<file path="config.mk">
export PLATFORM = sky130hd
export DESIGN_NAME = regs_bus_arb
export DESIGN_NICKNAME = d
export VERILOG_FILES = /design/src/rtl/regs_bus_arb.sv
export SDC_FILE = /design/constraint.sdc
export NUM_CORES = 1
export LEC_CHECK = 0
export CAP_MARGIN = 20
export CORE_ASPECT_RATIO = 0.75
export CORE_MARGIN = 2
export CORE_UTILIZATION = 25
export DETAILED_ROUTE_END_ITERATION = 8
export GPL_TIMING_DRIVEN = 1
export PLACE_DENSITY = 0.54
export REMOVE_ABC_BUFFERS = 1
export SLEW_MARGIN = 5
export SYNTH_ARGS = -nofsm -noshare
export SYNTH_HDL_FRONTEND = slang
export SYNTH_SLANG_ARGS = --single-unit
</file>
<file path="constraint.sdc">
create_clock -name clk -period 1.7 [get_ports clk]
set_input_delay 0.255 -clock clk [delete_from_list [all_inputs] [get_ports clk]]
set_output_delay 0.255 -clock clk [all_outputs]
set_load 0.02 [all_outputs]
</file>
<file path="src/rtl/regs_bus_arb.sv">
// Two-master arbiter/sequencer for the PWM register-file bus.
// Optional REGS_ADDR_CHECK_EN: bad addresses complete through an ERR beat.
module regs_bus_arb #(
    parameter int MAX_LOCK = 2,
    parameter int AW       = 6,
    parameter int DW       = 8
) (
    input  logic          clk,
    input  logic          rst_n,
    input  logic          req0,
    input  logic          req1,
    input  logic          we0,
    input  logic          we1,
    input  logic [AW-1:0] addr0,
    input  logic [AW-1:0] addr1,
    input  logic [DW-1:0] wdata0,
    input  logic [DW-1:0] wdata1,
    input  logic          lock0,
    input  logic          lock1,
    output logic          ack0,
    output logic          ack1,
    output logic [DW-1:0] rdata0,
    output logic [DW-1:0] rdata1,
    output logic          err0,
    output logic          err1,
    output logic [1:0]    grant,
    output logic          read,
    output logic          write,
    output logic [AW-1:0] addr,
    output logic [DW-1:0] data_write,
    input  logic [DW-1:0] data_read
);

    typedef enum logic [2:0] {
        S_IDLE,
        S_WR,
        S_RD1,
        S_RD2,
        S_ERR
    } state_t;

    state_t        r_state;
    state_t        w_next;
    logic          r_owner;
    logic          r_last;
    logic          r_lock_act;
    logic [3:0]    r_lock_cnt;
    logic [AW-1:0] r_addr;
    logic [DW-1:0] r_wdata;
    logic [DW-1:0] r_rdata0;
    logic [DW-1:0] r_rdata1;

    logic          w_any;
    logic          w_lock_hold;
    logic          w_pick;
    logic          w_sel_we;
    logic [AW-1:0] w_sel_addr;
    logic [DW-1:0] w_sel_wdata;
    logic          w_bad;
    logic          w_ack;
    logic          w_lock_sel;
    logic          w_lock_go;

    assign w_any       = req0 | req1;
    assign w_lock_hold = r_lock_act & (r_last ? req1 : req0);

    always_comb begin
        w_pick = 1'b0;
        if (w_lock_hold)
            w_pick = r_last;
        else if (req0 && req1)
            w_pick = ~r_last;
        else
            w_pick = req1;
    end

    assign w_sel_we    = w_pick ? we1    : we0;
    assign w_sel_addr  = w_pick ? addr1  : addr0;
    assign w_sel_wdata = w_pick ? wdata1 : wdata0;

`ifdef REGS_ADDR_CHECK_EN
    always_comb begin
        w_bad = 1'b1;
        case (int'(w_sel_addr))
            0, 2, 3, 5, 7, 8, 10, 11, 12, 13: w_bad = 1'b0;
            default: w_bad = 1'b1;
        endcase
        // 0x08 is the read-only counter value
        if (w_sel_we && int'(w_sel_addr) == 8)
            w_bad = 1'b1;
    end
    assign err0 = (r_state == S_ERR) & ~r_owner;
    assign err1 = (r_state == S_ERR) &  r_owner;
`else
    assign w_bad = 1'b0;
    assign err0  = 1'b0;
    assign err1  = 1'b0;
`endif

    always_ff @(posedge clk or negedge rst_n) begin
        if (!rst_n)
            r_state <= S_IDLE;
        else
            r_state <= w_next;
    end

    always_comb begin
        w_next = r_state;
        write  = 1'b0;
        read   = 1'b0;
        w_ack  = 1'b0;
        case (r_state)
            S_IDLE: begin
                if (w_any) begin
                    if (w_bad)
                        w_next = S_ERR;
                    else if (w_sel_we)
                        w_next = S_WR;
                    else
                        w_next = S_RD1;
                end
            end
            S_WR: begin
                write  = 1'b1;
                w_ack  = 1'b1;
                w_next = S_IDLE;
            end
            S_RD1: begin
                read   = 1'b1;
                w_next = S_RD2;
            end
            S_RD2: begin
                read   = 1'b1;
                w_ack  = 1'b1;
                w_next = S_IDLE;
            end
            S_ERR: begin
                w_ack  = 1'b1;
                w_next = S_IDLE;
            end
            default: w_next = S_IDLE;
        endcase
    end

    assign w_lock_sel = r_owner ? lock1 : lock0;
    assign w_lock_go  = w_lock_sel &&
                        (({1'b0, r_lock_cnt} + 5'd1) < 5'(MAX_LOCK));

    always_ff @(posedge clk or negedge rst_n) begin
        if (!rst_n) begin
            r_owner    <= 1'b0;
            r_last     <= 1'b1;
            r_lock_act <= 1'b0;
            r_lock_cnt <= 4'd0;
            r_addr     <= '0;
            r_wdata    <= '0;
            r_rdata0   <= '0;
            r_rdata1   <= '0;
        end else begin
            if (r_state == S_IDLE) begin
                // owner released its lock: fall back to round-robin
                if (r_lock_act && !w_lock_hold)
                    r_lock_act <= 1'b0;
                if (w_any) begin
                    r_owner <= w_pick;
                    r_addr  <= w_sel_addr;
                    r_wdata <= w_sel_wdata;
                end
            end
            if (w_ack) begin
                r_last <= r_owner;
                if (w_lock_go) begin
                    r_lock_act <= 1'b1;
                    r_lock_cnt <= r_lock_cnt + 4'd1;
                end else begin
                    r_lock_act <= 1'b0;
                    r_lock_cnt <= 4'd0;
                end
            end
            if (r_state == S_RD2) begin
                if (r_owner)
                    r_rdata1 <= data_read;
                else
                    r_rdata0 <= data_read;
            end
        end
    end

    assign ack0       = w_ack & ~r_owner;
    assign ack1       = w_ack &  r_owner;
    assign grant      = (r_state == S_IDLE) ? 2'b00 :
                        (r_owner ? 2'b10 : 2'b01);
    assign addr       = r_addr;
    assign data_write = r_wdata;
    assign rdata0     = (r_state == S_RD2 && !r_owner) ? data_read : r_rdata0;
    assign rdata1     = (r_state == S_RD2 &&  r_owner) ? data_read : r_rdata1;

endmodule

</file>
==> metrics.cfg, run 1 <==
[cts]
numCtsBuffers = 5
cts-root-to-sink-buffers = 2
clkSlewWorstSetupHoldPaths_ns = 0.08
worstSkewPairLatency_ns = 0.29
numClockSinks = 39
deepest_level_of_the_cts_h_tree = 2
clock_tree_from_tritoncts = built
clock_tree.root_cell = clkbuf_8

[setup_path]
critPathBufInv = 2
cpMaxStageDelayCell = dfrtp_1
reg2regPathDepth = 6
cp_cell_sequence = nor2b_2, nand2_2, buf_12, mux2_4, buf_6
cp.arrival_ns = 1.52
data_required_time_at_the_worst_endpoint_ns = 1.44
crit_path_max_fanout = 8
worst_setup_path_end_kind = output pin
setup.reg_to_reg.worst_slack_ns = 0.14
startpoint_type = register
reg2reg_from = r_state[1]
worst_path_largest_cell_delay_ns = 0.39
setup.worst_path.class = reg -> out
kind_of_cell_with_the_highest_combined_delay_on_the_critical_path = flip-flops
reg2reg_to = data_write[2]

[finish]
diodes = 0
most-common-layout-cells = clkdlybuf4s50_1 (56), dfrtp_1 (37), o2111ai_1 (28), buf_4 (20)
core_util_final = 0.432
areaGrowthSynthToFinish_pct = 65.8
design.final.nets = 311
layout_commonest_cell = clkdlybuf4s50_1
layout.cells.non_filler = 368
final_layout_size_suffix_gt1_frac = 0.300
stdcell_area_sq_mm = 0.00319

[floorplanning]
die_w_um = 105
initial_core_util = 0.260
core.rowCount = 27
design.die.area_sq_mm = 0.00843
vert_die_dim_um = 80.0
core_area_sq_mm = 0.00740
design.portCount = 82

[global_route]
grt_overflow_total = 0
grt_busiest_layer = met2
first_global_vias = 1736
grtUsageTotal = 0.140
gr-usage-met2 = 0.205
grt_antenna_before_repair = 0
global_route_wire_length_before_repair_um = 9110
met3_usage = 0.0359
globalRouteMet1Util = 0.196
grt_max_degree = 26

[synthesis]
synth_top_cells_by_area = dfrtp_1 (49%), o2111ai_1 (13%), mux2_2 (11%)
ys_warn_count = 0
post_synth_num_cell_types = 30
yosys.area.top_type_share = 0.494
ys_flop_type = dfrtp_1
mappedNetlistArea_sq_mm = 0.00193
synth-edff-count = 0
share_of_async_settable_or_async_resettable_flops_after_synthesis = 1.00
netlist_instances = 170
seq_area_frac_synth = 0.507
ys_seq_elements = 39
netlist.top_cell.by_area = dfrtp_1
post_synth.cell_area_avg_sq_um = 11.3

[power]
power.leakage_nw = 1.42
power.internal_mw = 3.65
share_clk_of_total_power = 0.129
power_density_mw_per_mm2 = 1890
share_seq_of_total_power = 0.263
switching_share = 0.396
ir_worst_vdd_v = 0.000803
net-switching-power_mw = 2.40
design_power_total_mw = 6.05
p_comb_frac = 0.608

[sta]
max_slew.worst_pin.slew_ns = 0.579
timing.final.ws_setup_ns = -0.0761
final-setup-viol-count = 16
skew_ns = 0.00670
grt_setup_unrepaired = true
slew-limit-headroom = 0.614
report.final.hold_viol_count = 0
layout_worst_path_cycle_share = 1.04
fmax_ghz = 0.563
final_slew_violations = 0
fin_crit_ns = 1.78

[routing]
detailroute.via_count = 1738
drcViolationCount = 0
ant_nets = 0
postRouteWirelength_um = 5860
vias_per_cell = 4.72
drt_first_pass_iters = 4
drt-initial-drc-count = 94
detail_route.wl_per_cell_um = 15.9

[flow_run]
max_cap_violations = 0

[run_status]
violations = negative setup slack
run_status = complete, but fails checks

[hold_path]
hold_path.class = in -> async

[place]
place.port_buffers = 79
place.detailed.instances = 356
detailed_place.area_sq_mm = 0.00294
dp_slack_ns = -0.222
routabilityCongestion = 0.723
post-dp-hpwl_um = 4110

[power groups by stage]
stage / Clock (mW) / Sequential [mW] / Combinational [mW]
4_1_cts: 0.811 / 1.57 / 3.37
5_1_grt: 0.855 / 1.64 / 3.93
6_report: 0.782 / 1.59 / 3.68
3_5_place_dp: 0 / 1.58 / 3.35
3_3_place_gp: 0 / 1.57 / 3.34
2_1_floorplan: 0 / 1.79 / 1.45
[cells by family after synthesis]
group / synth area share
flip-flops: 0.507
buffers and inverters: 0.0825
multiplexers: 0.110
AND/OR/NAND/NOR: 0.0429
XOR/XNOR: 0.0169
AO/OA/AOI/OAI: 0.232
adder cells (fa/ha/maj): 0.00649
other: 0.00195
[how the worst max path moves through the flow]
stage                     from   endpoint  slack [ns]  cells past startpoint
floorplan           r_state[1]    r_owner       -0.63                      3
global placement       r_owner  rdata1[5]       -0.20                      5
detailed placement     r_owner  rdata1[4]       -0.22                      5
CTS                    r_owner  rdata1[4]       -0.16                      5
global route           r_owner  rdata0[1]       -0.12                      5
finish              r_state[0]  rdata0[1]       -0.08                      5
[synth_stat cells, types with 2 or more instances]
library cell	instances
a211o_1	2
a31oi_1	2
and2_1	2
buf_2	4
buf_4	3
clkbuf_1	8
dfrtp_1	38
inv_1	18
mux2_2	18
nand2_1	4
nor2_1	5
nor2b_1	5
o2111ai_1	28
o211ai_1	16
o21ai_0	2
[final cells by class]
type                       count  area [sq um]
sequential                    39           978
fill                         690          4200
multi-input combinational     96           885
clock inverter                 3          43.8
tap                          101           126
clock buffer                   5          68.8
inverter                      20          75.1
timing repair buffer         104          1020
[routing by layer]
| layer | vias up | routed length (um) | share of wire |
|---|---|---|---|
| met2 | 49 | 2610 | 0.44 |
| met3 | 4 | 317 | 0.054 |
| met4 | 0 | 72 | 0.012 |
| met1 | 853 | 2860 | 0.49 |
| met5 | - | 0 | 0 |
| li1 | 832 | - | - |
[state kept, by name, indices dropped and copies added (netlist names)]
signal and cells:
r_rdata1 8, addr 6, r_lock_cnt 4, r_lock_act 1, data_write 8, r_owner 1, r_rdata0 8, r_last 1
r_state 2
[what timing repair did]
item                                    CTS  global route
resized for setup                        94            38
hold buffers                              1             0
endpoints found under the hold margin    22             0
cloned                                    0             0
pin swaps                                 1             2
buffers inserted                          1             2
endpoints found under the setup margin   21            28
[per-stage QoR]
step	hold WS [ns]	TNS (ns)
final	0.491	-1.00
after global routing	0.523	-1.86
after CTS	0.499	-2.15
after detailed placement	0.288	-3.21
after global placement	0.293	-3.06
after floorplan	-0.0406	-10.49
No activity file was read; power rests on OpenSTA's default activity.
==> run 2, diff against run 1 <==
PLACE_DENSITY = 0.55   (was 0.54)
==> run 2 against run 1 <==
  * The flow still finishes with violations (negative setup slack)
  * Combinational power hardly changed
  * Sequential share of layout area up 0.11 points
  * Sequential power barely moved
==> metrics.cfg, run 2 (synthesis gave the netlist of run 1 again) <==
[run_status]
run_status = complete, but fails checks  ; unchanged
violations = negative setup slack  ; unchanged

[finish]
most-common-layout-cells = clkdlybuf4s50_1 (56), dfrtp_1 (37), o2111ai_1 (28), buf_4 (19), inv_1 (18)  ; was clkdlybuf4s50_1 (56), dfrtp_1 (37), o2111ai_1 (28), buf_4 (20)
final_layout_size_suffix_gt1_frac = 0.294  ; was 0.300
fillCellCount = 699  ; was 690
layout.cells.non_filler = 366  ; was 368
diodes = 0  ; unchanged
layout_commonest_cell = clkdlybuf4s50_1  ; unchanged
areaGrowthSynthToFinish_pct = 65.2  ; was 65.8%
design.final.nets = 309  ; was 311

[routing]
drt_first_pass_iters = 4  ; unchanged
drcViolationCount = 0  ; unchanged
detail_route.wl_per_cell_um = 15.7  ; was 15.9 um
ant_nets = 0  ; unchanged
detailroute.via_count = 1724  ; was 1738
drt-initial-drc-count = 83  ; was 94
vias_per_cell = 4.71  ; was 4.72
postRouteWirelength_um = 5760  ; was 5860 um

[setup_path]
setup.worst_path.class = reg -> out  ; unchanged
critPathLaunch = r_state[0]  ; unchanged
cp.arrival_ns = 1.51  ; was 1.52 ns
startpoint_type = register  ; unchanged
reg2reg_to = addr[0]  ; was data_write[2]
data_required_time_at_the_worst_endpoint_ns = 1.44  ; about the same
reg2reg_from = r_lock_act  ; was r_state[1]
worst_setup_path_end_kind = output pin  ; unchanged
setup.reg_to_reg.worst_slack_ns = 0.19  ; was 0.14 ns
crit_path_max_fanout = 8  ; unchanged
reg2regPathDepth = 4  ; was 6

[power]
switching_share = 0.394  ; was 0.396
share_seq_of_total_power = 0.262  ; was 0.263
p_comb_frac = 0.605  ; was 0.608
power_density_mw_per_mm2 = 1910  ; was 1890 mW/mm^2
share_clk_of_total_power = 0.133  ; was 0.129
net-switching-power_mw = 2.40  ; about the same
power.internal_mw = 3.69  ; was 3.65 mW
ir_worst_vdd_v = 0.000840  ; was 0.000803 V
power.leakage_nw = 1.41  ; was 1.42 nW

[cts]
clock_tree_from_tritoncts = built  ; unchanged
worstSkewPairLatency_ns = 0.29  ; about the same
cts-root-to-sink-buffers = 2  ; unchanged
numCtsBuffers = 5  ; unchanged
numClockSinks = 39  ; unchanged
deepest_level_of_the_cts_h_tree = 2  ; unchanged
clock_tree.root_cell = clkbuf_8  ; unchanged
clkSlewWorstSetupHoldPaths_ns = 0.08  ; about the same

[place]
place.port_buffers = 79  ; unchanged
post-dp-hpwl_um = 4120  ; was 4110 um
routabilityCongestion = 0.737  ; was 0.723
place.detailed.instances = 354  ; was 356
dp_slack_ns = -0.226  ; was -0.222 ns

[sta]
final-setup-viol-count = 16  ; unchanged
skew_ns = 0.00944  ; was 0.00670 ns
slew-limit-headroom = 0.631  ; was 0.614
fmax_ghz = 0.567  ; was 0.563 GHz
timing.final.ws_setup_ns = -0.0633  ; was -0.0761 ns
grt_setup_unrepaired = true  ; unchanged
report.final.hold_viol_count = 0  ; unchanged
fin_crit_ns = 1.76  ; was 1.78 ns
layout_worst_path_cycle_share = 1.04  ; about the same
max_slew.worst_pin.slew_ns = 0.551  ; was 0.579 ns
final_slew_violations = 0  ; unchanged

[floorplanning]
design.die.area_sq_mm = 0.00843  ; unchanged
design.portCount = 82  ; unchanged
die_w_um = 105  ; unchanged
vert_die_dim_um = 80.0  ; unchanged
core_area_sq_mm = 0.00740  ; unchanged
initial_core_util = 0.260  ; unchanged
core.rowCount = 27  ; unchanged

[global_route]
global_route_wire_length_before_repair_um = 9160  ; was 9110 um
grtUsageTotal = 0.138  ; was 0.140
grt_antenna_before_repair = 0  ; unchanged
grt_max_degree = 24  ; was 26
grt_overflow_total = 0  ; unchanged
first_global_vias = 1758  ; was 1736

[flow_run]
max_cap_violations = 0  ; unchanged

[hold_path]
hold_path.class = in -> async  ; unchanged

-- run 2: power groups by stage --
stage               Sequential (mW)  Clock, mW  Combinational [mW]
floorplan                      1.79          0                1.45
global placement               1.57          0                3.39
detailed placement             1.58          0                3.40
CTS                            1.57      0.840                3.32
global route                   1.66      0.886                3.95
finish                         1.60      0.807                3.68
-- run 2: layout make-up --
cell class	instances	area, sq um	area share
clock inverters	2	35.0	0.0110
inverters	20	75.1	0.0236
clock buffers	6	82.6	0.0259
flip-flops and latches	39	978	0.307
multi-input cells	96	882	0.277
repair buffers	102	1000	0.315
well taps	101	126	0.0397
-- run 2: routing by layer --
layer / share of wire / GRT usage
met1: 0.48 / 0.196
met2: 0.44 / 0.203
met3: 0.060 / 0.0376
met4: 0.017 / 0.0453
met5: 0 / 0
-- run 2: timing repair --
item	CTS	global route
setup endpoints to repair	22	18
setup buffers	0	3
hold buffers	1	0
pin swaps	1	2
resized for setup	89	41
endpoints found under the hold margin	20	0
-- run 2: worst max path at each step --
stage	end	cells past startpoint
after floorplan	r_owner	3
after global placement	rdata1[3]	5
after detailed placement	rdata1[1]	5
after CTS	rdata1[1]	5
after global routing	rdata0[4]	5
final	rdata1[3]	5
-- run 2: worst max-delay path, stage by stage (launching register included) --
cell and delay [ns]:
dfrtp_1 0.40, and2_4 0.18, nand2_4 0.06, buf_12 0.13
mux2_4 0.32, buf_6 0.13
-- run 2: through the flow --
stage | power [mW] | setup TNS, ns | util | hold slack, ns | cell area, sq um
detailed placement | 4.98 | -3.38 | 0.398 | 0.271 | 2940
finish | 6.09 | -0.873 | 0.430 | 0.477 | 3180
floorplan | 3.24 | -10.49 | - | -0.0406 | 1850
global route | 6.49 | -2.05 | 0.430 | 0.508 | 3180
CTS | 5.73 | -2.07 | 0.412 | 0.493 | 3050
global placement | 4.96 | -3.06 | 0.398 | 0.269 | 2940
==> run 3, diff against run 2 <==
CTS_CLUSTER_DIAMETER = 120   (was default)
PLACE_DENSITY = 0.57   (was 0.55)
REMOVE_ABC_BUFFERS = default   (was 1)
clock period = 1.5 ns   (was 1.7 ns; I/O delays follow)
==> run 3 against run 2 <==
  * The flow still finishes with violations (negative setup slack)
  * Combinational power increased by 17%
  * Sequential share of layout area shrank 1.1 points
  * Clock-buffer cell count stayed put
  * Total power up 16%
  * Hold slack worse by 0.063 ns
==> metrics.cfg, run 3 (synthesis gave the netlist of run 1 again) <==
[setup_path]
startpoint_type = register  ; unchanged
timing.critical_path.mode_cell = buf_6
cp.arrival_ns = 1.51  ; about the same
critPathBufInv = 2  ; unchanged
setup.reg_to_reg.worst_slack_ns = -0.06  ; was 0.19 ns
cpMaxStageDelayCell = dfrtp_1  ; unchanged
setup.worst_path.class = reg -> out  ; unchanged
reg2regPathDepth = 6  ; was 4
crit_path_max_fanout = 5  ; was 8
worst_path_largest_cell_delay_ns = 0.39  ; was 0.40 ns
worst_setup_path_end_kind = output pin  ; unchanged
reg2reg_to = r_owner  ; was addr[0]
data_required_time_at_the_worst_endpoint_ns = 1.27  ; was 1.44 ns
critPathCapture = rdata0[7]  ; was rdata1[3]
critPathLaunch = r_state[0]  ; unchanged
kind_of_cell_with_the_highest_combined_delay_on_the_critical_path = flip-flops  ; unchanged
cp_cell_sequence = nor2b_4, nand2_2, buf_6, mux2_4, buf_6  ; was and2_4, nand2_4, buf_12, mux2_4, buf_6
reg2reg_from = r_state[1]  ; was r_lock_act
critical_path_depth = 5  ; unchanged

[power]
power_density_mw_per_mm2 = 2140  ; was 1910 mW/mm^2
design_power_total_mw = 7.04  ; was 6.09 mW
power.leakage_nw = 1.57  ; was 1.41 nW
ir_worst_vdd_v = 0.000777  ; was 0.000840 V

[floorplanning]
die_w_um = 105  ; unchanged
initial_core_util = 0.260  ; unchanged
design.portCount = 82  ; unchanged
core_area_sq_mm = 0.00740  ; unchanged
core.rowCount = 27  ; unchanged
vert_die_dim_um = 80.0  ; unchanged
design.die.area_sq_mm = 0.00843  ; unchanged

[routing]
drcViolationCount = 0  ; unchanged
drt_first_pass_iters = 4  ; unchanged
vias_per_cell = 4.57  ; was 4.71
detailroute.via_count = 1715  ; was 1724
detail_route.wl_per_cell_um = 15.5  ; was 15.7 um
drt-initial-drc-count = 65  ; was 83
postRouteWirelength_um = 5800  ; was 5760 um
ant_nets = 0  ; unchanged

[sta]
timing.final.ws_setup_ns = -0.237  ; was -0.0633 ns
final_slew_violations = 0  ; unchanged
grt_setup_unrepaired = true  ; unchanged
timing.setup.tns_ns = -3.59  ; was -0.873 ns
layout_worst_path_cycle_share = 1.16
report.final.hold_viol_count = 0  ; unchanged
skew_ns = 0.00873  ; was 0.00944 ns
fin_crit_ns = 1.74
final-setup-viol-count = 28  ; was 16
fmax_ghz = 0.576

[finish]
fillCellCount = 691  ; was 699
core_util_final = 0.446  ; was 0.430
final_layout_size_suffix_gt1_frac = 0.328  ; was 0.294
design.final.nets = 318  ; was 309
diodes = 0  ; unchanged
areaGrowthSynthToFinish_pct = 71.1  ; was 65.2%
layout.cells.non_filler = 375  ; was 366
layout_commonest_cell = clkdlybuf4s50_1  ; unchanged
most-common-layout-cells = clkdlybuf4s50_1 (43), dfrtp_1 (37), o2111ai_1 (28), buf_6 (24), buf_4 (22)  ; was clkdlybuf4s50_1 (56), dfrtp_1 (37), o2111ai_1 (28), buf_4 (19), inv_1 (18)
stdcell_area_sq_mm = 0.00330  ; was 0.00318 sq mm

[global_route]
grt_max_degree = 24  ; unchanged
grtUsageTotal = 0.145  ; was 0.138
global_route_wire_length_before_repair_um = 9450  ; was 9160 um
grt_antenna_before_repair = 0  ; unchanged
grt_overflow_total = 0  ; unchanged
first_global_vias = 1791  ; was 1758

[cts]
worstSkewPairLatency_ns = 0.29  ; about the same
numClockSinks = 39  ; unchanged
clock_tree_from_tritoncts = built  ; unchanged
numCtsBuffers = 5  ; unchanged
clock_tree.root_cell = clkbuf_8  ; unchanged
clkSlewWorstSetupHoldPaths_ns = 0.08  ; about the same
cts-root-to-sink-buffers = 2  ; unchanged
deepest_level_of_the_cts_h_tree = 2  ; unchanged

[flow_run]
max_cap_violations = 0  ; unchanged

[run_status]
run_status = complete, but fails checks  ; unchanged
violations = negative setup slack  ; unchanged

[place]
routabilityCongestion = 0.714  ; was 0.737
post-dp-hpwl_um = 4120  ; about the same
detailed_place.area_sq_mm = 0.00297  ; was 0.00294 sq mm
place.detailed.instances = 359  ; was 354
place.port_buffers = 79  ; unchanged

[hold_path]
hold_path.class = in -> async  ; unchanged

[run 3: worst min-delay path by stage]
stage | end | slack, ns | cells after the start | startpoint
finish | data_write[5] | 0.41 | 2 | rst_n
global route | data_write[5] | 0.46 | 2 | rst_n
CTS | data_write[5] | 0.42 | 2 | rst_n
detailed placement | data_write[5] | 0.21 | 1 | rst_n
global placement | data_write[5] | 0.20 | 1 | rst_n
floorplan | addr[0] | -0.07 | 0 | rst_n
[run 3: through the flow]
stage,worst slack (ns),hold WS [ns]
3_5_place_dp,-0.405,0.207
5_1_grt,-0.345,0.456
3_3_place_gp,-0.391,0.204
4_1_cts,-0.254,0.420
2_1_floorplan,0.00665,-0.0706
6_report,-0.237,0.414
[run 3: repair_timing]
| action | in CTS | in global routing |
|---|---|---|
| hold buffers | 1 | 0 |
| hold endpoints to repair | 16 | 0 |
| setup endpoints to repair | 40 | 45 |
| buffers inserted | 4 | 2 |
| cloned | 1 | 0 |
| resized for setup | 136 | 28 |
| pin swaps | 2 | 0 |
[run 3: area by class of cell]
type | count | area, sq um | share of cell area
inverters | 20 | 75.1 | 0.0228
well taps | 101 | 126 | 0.0383
clock inverters | 2 | 35.0 | 0.0106
multi-input cells | 96 | 898 | 0.272
repair buffers | 111 | 1100 | 0.334
flip-flops and latches | 39 | 978 | 0.297
clock buffers | 6 | 82.6 | 0.0250
[run 3: worst reg2reg max path, delay by kind of cell, from the launching register on]
family | cells | cell delay, ns
flops | 1 | 0.47
buf+inv | 3 | 0.44
compound gates | 1 | 0.25
mux | 1 | 0.18
simple gates | 1 | 0.13
[run 3: per-layer routing]
metal  vias up  GRT usage  part of all wire
met5         -          0                 0
met4         0     0.0400             0.010
met3         5     0.0343             0.040
met2        44      0.219              0.44
met1       827      0.206              0.51
li1        839          -                 -
[run 3: where the power goes]
group / leakage [nW] / internal, mW / switching, mW
Combinational: 1.03 / 2.20 / 2.11
Clock: 0.0612 / 0.539 / 0.382
Sequential: 0.473 / 1.55 / 0.266
Total: 1.57 / 4.28 / 2.76
